### config.mk
export PLATFORM = sky130hd
export DESIGN_NAME = dmem_arbiter_flat
export DESIGN_NICKNAME = d
export VERILOG_FILES = /design/src/rtl/dmem_arbiter_if.sv /design/src/rtl/dmem_arbiter.sv /design/src/flat_wrapper.sv
export SDC_FILE = /design/constraint.sdc
export NUM_CORES = 1
export LEC_CHECK = 0
export ABC_AREA = 1
export CORE_AREA = 5 5 229 231
export CTS_CLUSTER_DIAMETER = 60
export DETAILED_ROUTE_END_ITERATION = 12
export DIE_AREA = 0 0 234 236
export GPL_TIMING_DRIVEN = 0
export PLACE_DENSITY_LB_ADDON = 0.25
export SETUP_SLACK_MARGIN = 0.02
export SLEW_MARGIN = 15
export SYNTH_ARGS = -nofsm -noshare
export SYNTH_HDL_FRONTEND = slang
export SYNTH_SLANG_ARGS = --single-unit
### constraint.sdc
create_clock -name clk -period 13.1 [get_ports clk]
set_input_delay 3.275 -clock clk [delete_from_list [all_inputs] [get_ports clk]]
set_output_delay 3.275 -clock clk [all_outputs]
set_load 0.02 [all_outputs]
### src/rtl/dmem_arbiter_if.sv
// Request/response channels of both ports plus the memory-side bus of the
// data memory arbiter. The arbiter connects through the slave modport; the
// requesters and the memory connect through the master modport.
interface dmem_arbiter_if #(
    parameter int AW = 64,
    parameter int DW = 64
);
    logic          req0_valid;
    logic          req0_ready;
    logic          req0_write;
    logic [AW-1:0] req0_addr;
    logic [DW-1:0] req0_wdata;
    logic          resp0_valid;
    logic          resp0_err;
    logic [DW-1:0] resp0_rdata;

    logic          req1_valid;
    logic          req1_ready;
    logic          req1_write;
    logic [AW-1:0] req1_addr;
    logic [DW-1:0] req1_wdata;
    logic          resp1_valid;
    logic          resp1_err;
    logic [DW-1:0] resp1_rdata;

    logic [AW-1:0] mem_addr;
    logic [DW-1:0] mem_write_data;
    logic          mem_memwrite;
    logic          mem_memread;
    logic [DW-1:0] mem_read_data;

    modport slave (
        input  req0_valid, req0_write, req0_addr, req0_wdata,
        output req0_ready, resp0_valid, resp0_err, resp0_rdata,
        input  req1_valid, req1_write, req1_addr, req1_wdata,
        output req1_ready, resp1_valid, resp1_err, resp1_rdata,
        output mem_addr, mem_write_data, mem_memwrite, mem_memread,
        input  mem_read_data
    );

    modport master (
        output req0_valid, req0_write, req0_addr, req0_wdata,
        input  req0_ready, resp0_valid, resp0_err, resp0_rdata,
        output req1_valid, req1_write, req1_addr, req1_wdata,
        input  req1_ready, resp1_valid, resp1_err, resp1_rdata,
        input  mem_addr, mem_write_data, mem_memwrite, mem_memread,
        output mem_read_data
    );
endinterface

### src/rtl/dmem_arbiter.sv
// Two-port round-robin arbiter and sequencer in front of a single-port data
// memory with synchronous write and 1-cycle registered read.
//
//   state  | meaning
//   -------+--------------------------------------------------------------
//   IDLE   | arbitrate, accept one request, check its address
//   ACCESS | drive one memory strobe (read or write) for a single cycle
//   RESP   | one-cycle response pulse on the granted port
module dmem_arbiter #(
    parameter int AW    = 64,
    parameter int DW    = 64,
    parameter int DEPTH = 256
) (
    input logic           clk,
    input logic           rst,
    dmem_arbiter_if.slave bus
);
    typedef enum logic [1:0] {
        IDLE   = 2'd0,
        ACCESS = 2'd1,
        RESP   = 2'd2
    } state_t;

    localparam logic [AW-1:0] DEPTH_W = AW'(DEPTH);

    state_t        state, state_nxt;
    logic          last_grant, last_grant_nxt;

    logic          grant0, grant1;
    logic          ready0, ready1;
    logic          accept, accept_port;
    logic          sel_write;
    logic [AW-1:0] sel_addr;
    logic [DW-1:0] sel_wdata;
    logic          sel_legal;

    logic          lat_port, lat_port_nxt;
    logic          lat_load, lat_load_nxt;

    logic [AW-1:0] mem_addr_q, mem_addr_nxt;
    logic [DW-1:0] mem_wdata_q, mem_wdata_nxt;
    logic          mem_write_q, mem_write_nxt;
    logic          mem_read_q, mem_read_nxt;

    logic [1:0]    resp_valid_q, resp_valid_nxt;
    logic [1:0]    resp_err_q, resp_err_nxt;
    logic [DW-1:0] rdata0_q, rdata1_q;
    logic [DW-1:0] resp_data;

    // Arbitration winner and readies: only in IDLE, alternating on contention.
    always_comb begin
        grant0      = bus.req0_valid && (!bus.req1_valid || last_grant);
        grant1      = bus.req1_valid && (!bus.req0_valid || !last_grant);
        ready0      = (state == IDLE) && grant0;
        ready1      = (state == IDLE) && grant1;
        accept      = ready0 || ready1;
        accept_port = ready1;
        sel_write   = accept_port ? bus.req1_write : bus.req0_write;
        sel_addr    = accept_port ? bus.req1_addr  : bus.req0_addr;
        sel_wdata   = accept_port ? bus.req1_wdata : bus.req0_wdata;
        sel_legal   = sel_addr < DEPTH_W;
    end

    assign bus.req0_ready = ready0;
    assign bus.req1_ready = ready1;

    // State register.
    always_ff @(posedge clk or posedge rst) begin
        if (rst) begin
            state <= IDLE;
        end else begin
            state <= state_nxt;
        end
    end

    // Next state and next values of all registered outputs.
    always_comb begin
        state_nxt      = state;
        last_grant_nxt = last_grant;
        lat_port_nxt   = lat_port;
        lat_load_nxt   = lat_load;
        mem_addr_nxt   = mem_addr_q;
        mem_wdata_nxt  = mem_wdata_q;
        mem_write_nxt  = 1'b0;
        mem_read_nxt   = 1'b0;
        resp_valid_nxt = 2'b00;
        resp_err_nxt   = resp_err_q;
        case (state)
            IDLE: begin
                if (accept) begin
                    last_grant_nxt = accept_port;
                    lat_port_nxt   = accept_port;
                    lat_load_nxt   = !sel_write && sel_legal;
                    if (sel_legal) begin
                        state_nxt     = ACCESS;
                        mem_addr_nxt  = sel_addr;
                        mem_wdata_nxt = sel_wdata;
                        mem_write_nxt = sel_write;
                        mem_read_nxt  = !sel_write;
                    end else begin
                        // Illegal address never reaches memory.
                        state_nxt                   = RESP;
                        resp_valid_nxt[accept_port] = 1'b1;
                        resp_err_nxt[accept_port]   = 1'b1;
                    end
                end
            end
            ACCESS: begin
                state_nxt                = RESP;
                resp_valid_nxt[lat_port] = 1'b1;
                resp_err_nxt[lat_port]   = 1'b0;
            end
            RESP: begin
                state_nxt = IDLE;
            end
            default: begin
                state_nxt = IDLE;
            end
        endcase
    end

    // Grant history, latched transaction attributes and output registers.
    always_ff @(posedge clk or posedge rst) begin
        if (rst) begin
            last_grant   <= 1'b1;
            lat_port     <= 1'b0;
            lat_load     <= 1'b0;
            mem_addr_q   <= '0;
            mem_wdata_q  <= '0;
            mem_write_q  <= 1'b0;
            mem_read_q   <= 1'b0;
            resp_valid_q <= 2'b00;
            resp_err_q   <= 2'b00;
        end else begin
            last_grant   <= last_grant_nxt;
            lat_port     <= lat_port_nxt;
            lat_load     <= lat_load_nxt;
            mem_addr_q   <= mem_addr_nxt;
            mem_wdata_q  <= mem_wdata_nxt;
            mem_write_q  <= mem_write_nxt;
            mem_read_q   <= mem_read_nxt;
            resp_valid_q <= resp_valid_nxt;
            resp_err_q   <= resp_err_nxt;
        end
    end

    // The memory's read register only becomes valid in RESP, so the load data
    // is forwarded from it during RESP and captured for holding afterwards.
    assign resp_data = lat_load ? bus.mem_read_data : '0;

    // Response data hold registers, updated at the end of each RESP.
    always_ff @(posedge clk or posedge rst) begin
        if (rst) begin
            rdata0_q <= '0;
            rdata1_q <= '0;
        end else if (state == RESP) begin
            if (lat_port) begin
                rdata1_q <= resp_data;
            end else begin
                rdata0_q <= resp_data;
            end
        end
    end

    assign bus.resp0_rdata    = (state == RESP && !lat_port) ? resp_data : rdata0_q;
    assign bus.resp1_rdata    = (state == RESP &&  lat_port) ? resp_data : rdata1_q;
    assign bus.resp0_valid    = resp_valid_q[0];
    assign bus.resp1_valid    = resp_valid_q[1];
    assign bus.resp0_err      = resp_err_q[0];
    assign bus.resp1_err      = resp_err_q[1];
    assign bus.mem_addr       = mem_addr_q;
    assign bus.mem_write_data = mem_wdata_q;
    assign bus.mem_memwrite   = mem_write_q;
    assign bus.mem_memread    = mem_read_q;
endmodule

### src/flat_wrapper.sv
// flat-port wrapper written by rule: the top's interface ports become plain ports
module dmem_arbiter_flat 
#(
    parameter int AW    = 64,
    parameter int DW    = 64,
    parameter int DEPTH = 256
)
  (clk, rst, bus_req0_valid, bus_req0_write, bus_req0_addr, bus_req0_wdata, bus_req0_ready, bus_resp0_valid, bus_resp0_err, bus_resp0_rdata, bus_req1_valid, bus_req1_write, bus_req1_addr, bus_req1_wdata, bus_req1_ready, bus_resp1_valid, bus_resp1_err, bus_resp1_rdata, bus_mem_addr, bus_mem_write_data, bus_mem_memwrite, bus_mem_memread, bus_mem_read_data);
  dmem_arbiter_if #(.AW(AW), .DW(DW)) bus_i ();
  input logic clk;
  input logic rst;
  input wire logic [$bits(bus_i.req0_valid)-1:0] bus_req0_valid;
  input wire logic [$bits(bus_i.req0_write)-1:0] bus_req0_write;
  input wire logic [$bits(bus_i.req0_addr)-1:0] bus_req0_addr;
  input wire logic [$bits(bus_i.req0_wdata)-1:0] bus_req0_wdata;
  output wire logic [$bits(bus_i.req0_ready)-1:0] bus_req0_ready;
  output wire logic [$bits(bus_i.resp0_valid)-1:0] bus_resp0_valid;
  output wire logic [$bits(bus_i.resp0_err)-1:0] bus_resp0_err;
  output wire logic [$bits(bus_i.resp0_rdata)-1:0] bus_resp0_rdata;
  input wire logic [$bits(bus_i.req1_valid)-1:0] bus_req1_valid;
  input wire logic [$bits(bus_i.req1_write)-1:0] bus_req1_write;
  input wire logic [$bits(bus_i.req1_addr)-1:0] bus_req1_addr;
  input wire logic [$bits(bus_i.req1_wdata)-1:0] bus_req1_wdata;
  output wire logic [$bits(bus_i.req1_ready)-1:0] bus_req1_ready;
  output wire logic [$bits(bus_i.resp1_valid)-1:0] bus_resp1_valid;
  output wire logic [$bits(bus_i.resp1_err)-1:0] bus_resp1_err;
  output wire logic [$bits(bus_i.resp1_rdata)-1:0] bus_resp1_rdata;
  output wire logic [$bits(bus_i.mem_addr)-1:0] bus_mem_addr;
  output wire logic [$bits(bus_i.mem_write_data)-1:0] bus_mem_write_data;
  output wire logic [$bits(bus_i.mem_memwrite)-1:0] bus_mem_memwrite;
  output wire logic [$bits(bus_i.mem_memread)-1:0] bus_mem_memread;
  input wire logic [$bits(bus_i.mem_read_data)-1:0] bus_mem_read_data;
  assign bus_i.req0_valid = bus_req0_valid;
  assign bus_i.req0_write = bus_req0_write;
  assign bus_i.req0_addr = bus_req0_addr;
  assign bus_i.req0_wdata = bus_req0_wdata;
  assign bus_req0_ready = bus_i.req0_ready;
  assign bus_resp0_valid = bus_i.resp0_valid;
  assign bus_resp0_err = bus_i.resp0_err;
  assign bus_resp0_rdata = bus_i.resp0_rdata;
  assign bus_i.req1_valid = bus_req1_valid;
  assign bus_i.req1_write = bus_req1_write;
  assign bus_i.req1_addr = bus_req1_addr;
  assign bus_i.req1_wdata = bus_req1_wdata;
  assign bus_req1_ready = bus_i.req1_ready;
  assign bus_resp1_valid = bus_i.resp1_valid;
  assign bus_resp1_err = bus_i.resp1_err;
  assign bus_resp1_rdata = bus_i.resp1_rdata;
  assign bus_mem_addr = bus_i.mem_addr;
  assign bus_mem_write_data = bus_i.mem_write_data;
  assign bus_mem_memwrite = bus_i.mem_memwrite;
  assign bus_mem_memread = bus_i.mem_memread;
  assign bus_i.mem_read_data = bus_mem_read_data;
  dmem_arbiter #(.AW(AW), .DW(DW), .DEPTH(DEPTH)) u_core (.clk(clk), .rst(rst), .bus(bus_i));
endmodule
==> flow_summary.json <==
{
  "endpoint_kind": "output pin",
  "yosysSeqAreaShare_pct": 57.3,
  "grt_usage_pct": 19.0,
  "antenna_left": 0,
  "grt_max_degree": 86,
  "crit_family": "buffers and inverters",
  "seq_area_sq_mm": 0.00668,
  "cts_buffers": 35,
  "antenna_found_initial": 6,
  "ios": 590,
  "cp_max_fo": 10,
  "finalCritPeriodShare_pct": 70.2,
  "clk_pin_slew_worst_paths_ns": 0.05,
  "worst_path_most_repeated_cell": "clkdlybuf4s50_1",
  "hpwl_um": 43900,
  "fmax_mhz": 109,
  "core_sq_mm": 0.0499,
  "cts_hold_buf": 0,
  "arrival_ns": 5.92,
  "synth_fp_nets": 1821,
  "critPathSlowestCell": "clkdlybuf4s50_1",
  "post_drt_wl_per_cell_um": 19.4,
  "place_congestion": 0.932,
  "crit_path_cell_trace": "clkdlybuf4s50_1 > nand2_2 > nand3_2 > buf_4 > inv_1 > buf_1 > clkdlybuf4s50_1",
  "max_stage_delay_ns": 0.80,
  "syn_to_final_growth_pct": 68.5,
  "most-common-layout-cells": "nand2_1 (819), clkdlybuf4s50_1 (588), dfrtp_1 (266), o21ai_0 (132), inv_1 (79)",
  "initial_core_util_pct": 23.4,
  "drt_wl_total_um": 54700,
  "portBuffers": 588,
  "drt-initial-drc-count": 526,
  "post-place-ws_ns": 3.89,
  "worstMarginPinSlew_ns": 0.908,
  "synthesis.area_sq_mm": 0.0117,
  "p_leak_nw": 9.49,
  "die_w_um": 234,
  "vias": 12100,
  "path_buf_inv": 5,
  "synthCells": 1495,
  "clock_tree.root_cell": "clkbuf_16",
  "status": "finished clean",
  "vias_per_cell": 4.30,
  "grt_pass1_vias": 12700,
  "multi_input_area_sq_mm": 0.00429,
  "vdd_drop_max_mv": 0.0685,
  "cap_violations": 0,
  "h-tree-depth": 2,
  "grt_setup_unrepaired": "false",
  "cts_setup_buffers": 0,
  "rows": 82,
  "nets": 2449,
  "yosysUniqueCellTypes": 23,
  "final_common_cell": "nand2_1",
  "clk_latency_ns": 0.53,
  "relSlewSlack_pct": 39.4,
  "total_power_mw": 2.35,
  "yosys_warnings": 0,
  "power_density_mw_per_mm2": 120,
  "grt-ovfl-total": 0,
  "die_h_um": 236,
  "setup_violations": 0,
  "drc": 0,
  "cts_tree": "yes",
  "drtPass1Iterations": 5,
  "worst_setup_path_start_kind": "input port",
  "clock_sinks": 267,
  "synth-main-ff-cell": "dfrtp_1",
  "timing.final.ws_setup_ns": 3.90,
  "path_class": "in -> out",
  "hold_class": "reg -> reg",
  "min_period_ns": 9.20,
  "fillers": 5202,
  "cts_resized": 0,
  "avgSynthCellArea_sq_um": 7.80,
  "synth_edf_count": 0,
  "grt_pass1_wl_um": 80200,
  "synth-async-reset-ratio_pct": 100,
  "slew_viol_final": 0,
  "final.setup_skew_ns": 0.0162,
  "cts_buffer_depth": 3,
  "placed_area_sq_mm": 0.0185,
  "stdcell_area_sq_mm": 0.0197,
  "ys_seq_elements": 267,
  "drive_gt1_share_pct": 4.42,
  "dieArea_sq_mm": 0.0552,
  "hold_viol": 0,
  "cp.required_ns": 9.82
}
[worst min-delay path, delay by kind of cell, from the launching register on]
kind,cells,cell delay (ns)
flops,1,0.33
buf+inv,1,0.04
simple gates,1,0.05
[path summary, 6_finish.rpt]
| path | from | endpoint | slack [ns] | depth (start not counted) |
|---|---|---|---|---|
| setup / recovery | bus_req0_valid | bus_req1_ready | 3.90 | 7 |
| max in group asynchronous | rst | u_core.bus.mem_addr[49] | 8.87 | 4 |
| hold / removal | u_core.bus.mem_addr[49] | u_core.bus.mem_addr[49] | 0.46 | 2 |
| min in group asynchronous | rst | u_core.bus.mem_addr[35] | 3.14 | 2 |
| hold reg to reg | u_core.bus.mem_addr[49] | u_core.bus.mem_addr[49] | 0.46 | 2 |
| setup reg to reg | u_core.last_grant | u_core.bus.mem_write_data[22] | 10.03 | 18 |
[flip-flops by register name, indices dropped and copies added (netlist names)]
name / flops
u_core.rdata0_q: 64
u_core.bus.mem_memread: 1
u_core.resp_err_q: 2
u_core.state: 2
u_core.bus.mem_write_data: 64
u_core.bus.mem_addr: 64
u_core.rdata1_q: 64
u_core.last_grant: 1
u_core.lat_load: 1
u_core.bus.mem_memwrite: 1
u_core.lat_port: 1
u_core.resp_valid_q: 2
[per-stage QoR]
step | util (%) | hold slack, ns | setup TNS [ns] | instances
3_5_place_dp | 37.1 | 0.451 | 0 | 2758
4_1_cts | 39.4 | 0.465 | 0 | 2819
5_1_grt | 39.4 | 0.486 | 0 | 2822
2_1_floorplan | - | 0.465 | 0 | 1495
6_report | 39.4 | 0.461 | 0 | 2822
3_3_place_gp | 36.9 | 0.449 | -331.49 | 2755
[report_power, final]
group          switching, mW  internal (mW)
Sequential           0.00706          0.836
Combinational          0.367          0.185
Clock                  0.373          0.584
[cell families after synthesis]
family	synth area share, %
AOI/OAI and AO/OA	6.12
DFF	57.3
and+or+nand+nor	30.5
muxes	0.172
buffers and inverters	5.96
[Yosys cell counts, types with 4 or more instances]
library cell / number / share of area [%]
buf_1: 5 / 0.16
clkbuf_1: 58 / 1.9
dfrtp_1: 266 / 57
buf_2: 28 / 1.2
nand4_1: 44 / 2.4
nand3_1: 4 / 0.17
o21ai_1: 5 / 0.21
nor2_1: 38 / 1.2
o21ai_0: 132 / 5.7
inv_1: 80 / 2.6
nand2_1: 819 / 26
[metal layers]
layer	global-route usage, %	vias to the layer above	share of wire, %
met2	32.6	490	49
li1	-	5885	-
met1	22.2	5678	39
met4	5.45	4	2.4
met5	0	-	0.062
met3	7.04	73	10
[final cells by class]
cell class / count / area share, %
clock inverter: 9 / 0.516
antenna: 3 / 0.0382
multi-input combinational: 1054 / 21.8
inverter: 81 / 1.59
timing repair buffer: 591 / 30.4
buffer: 93 / 1.99
tap: 672 / 4.28
clock buffer: 52 / 5.40
sequential: 267 / 34.0
No activity file was read; power rests on OpenSTA's default activity.
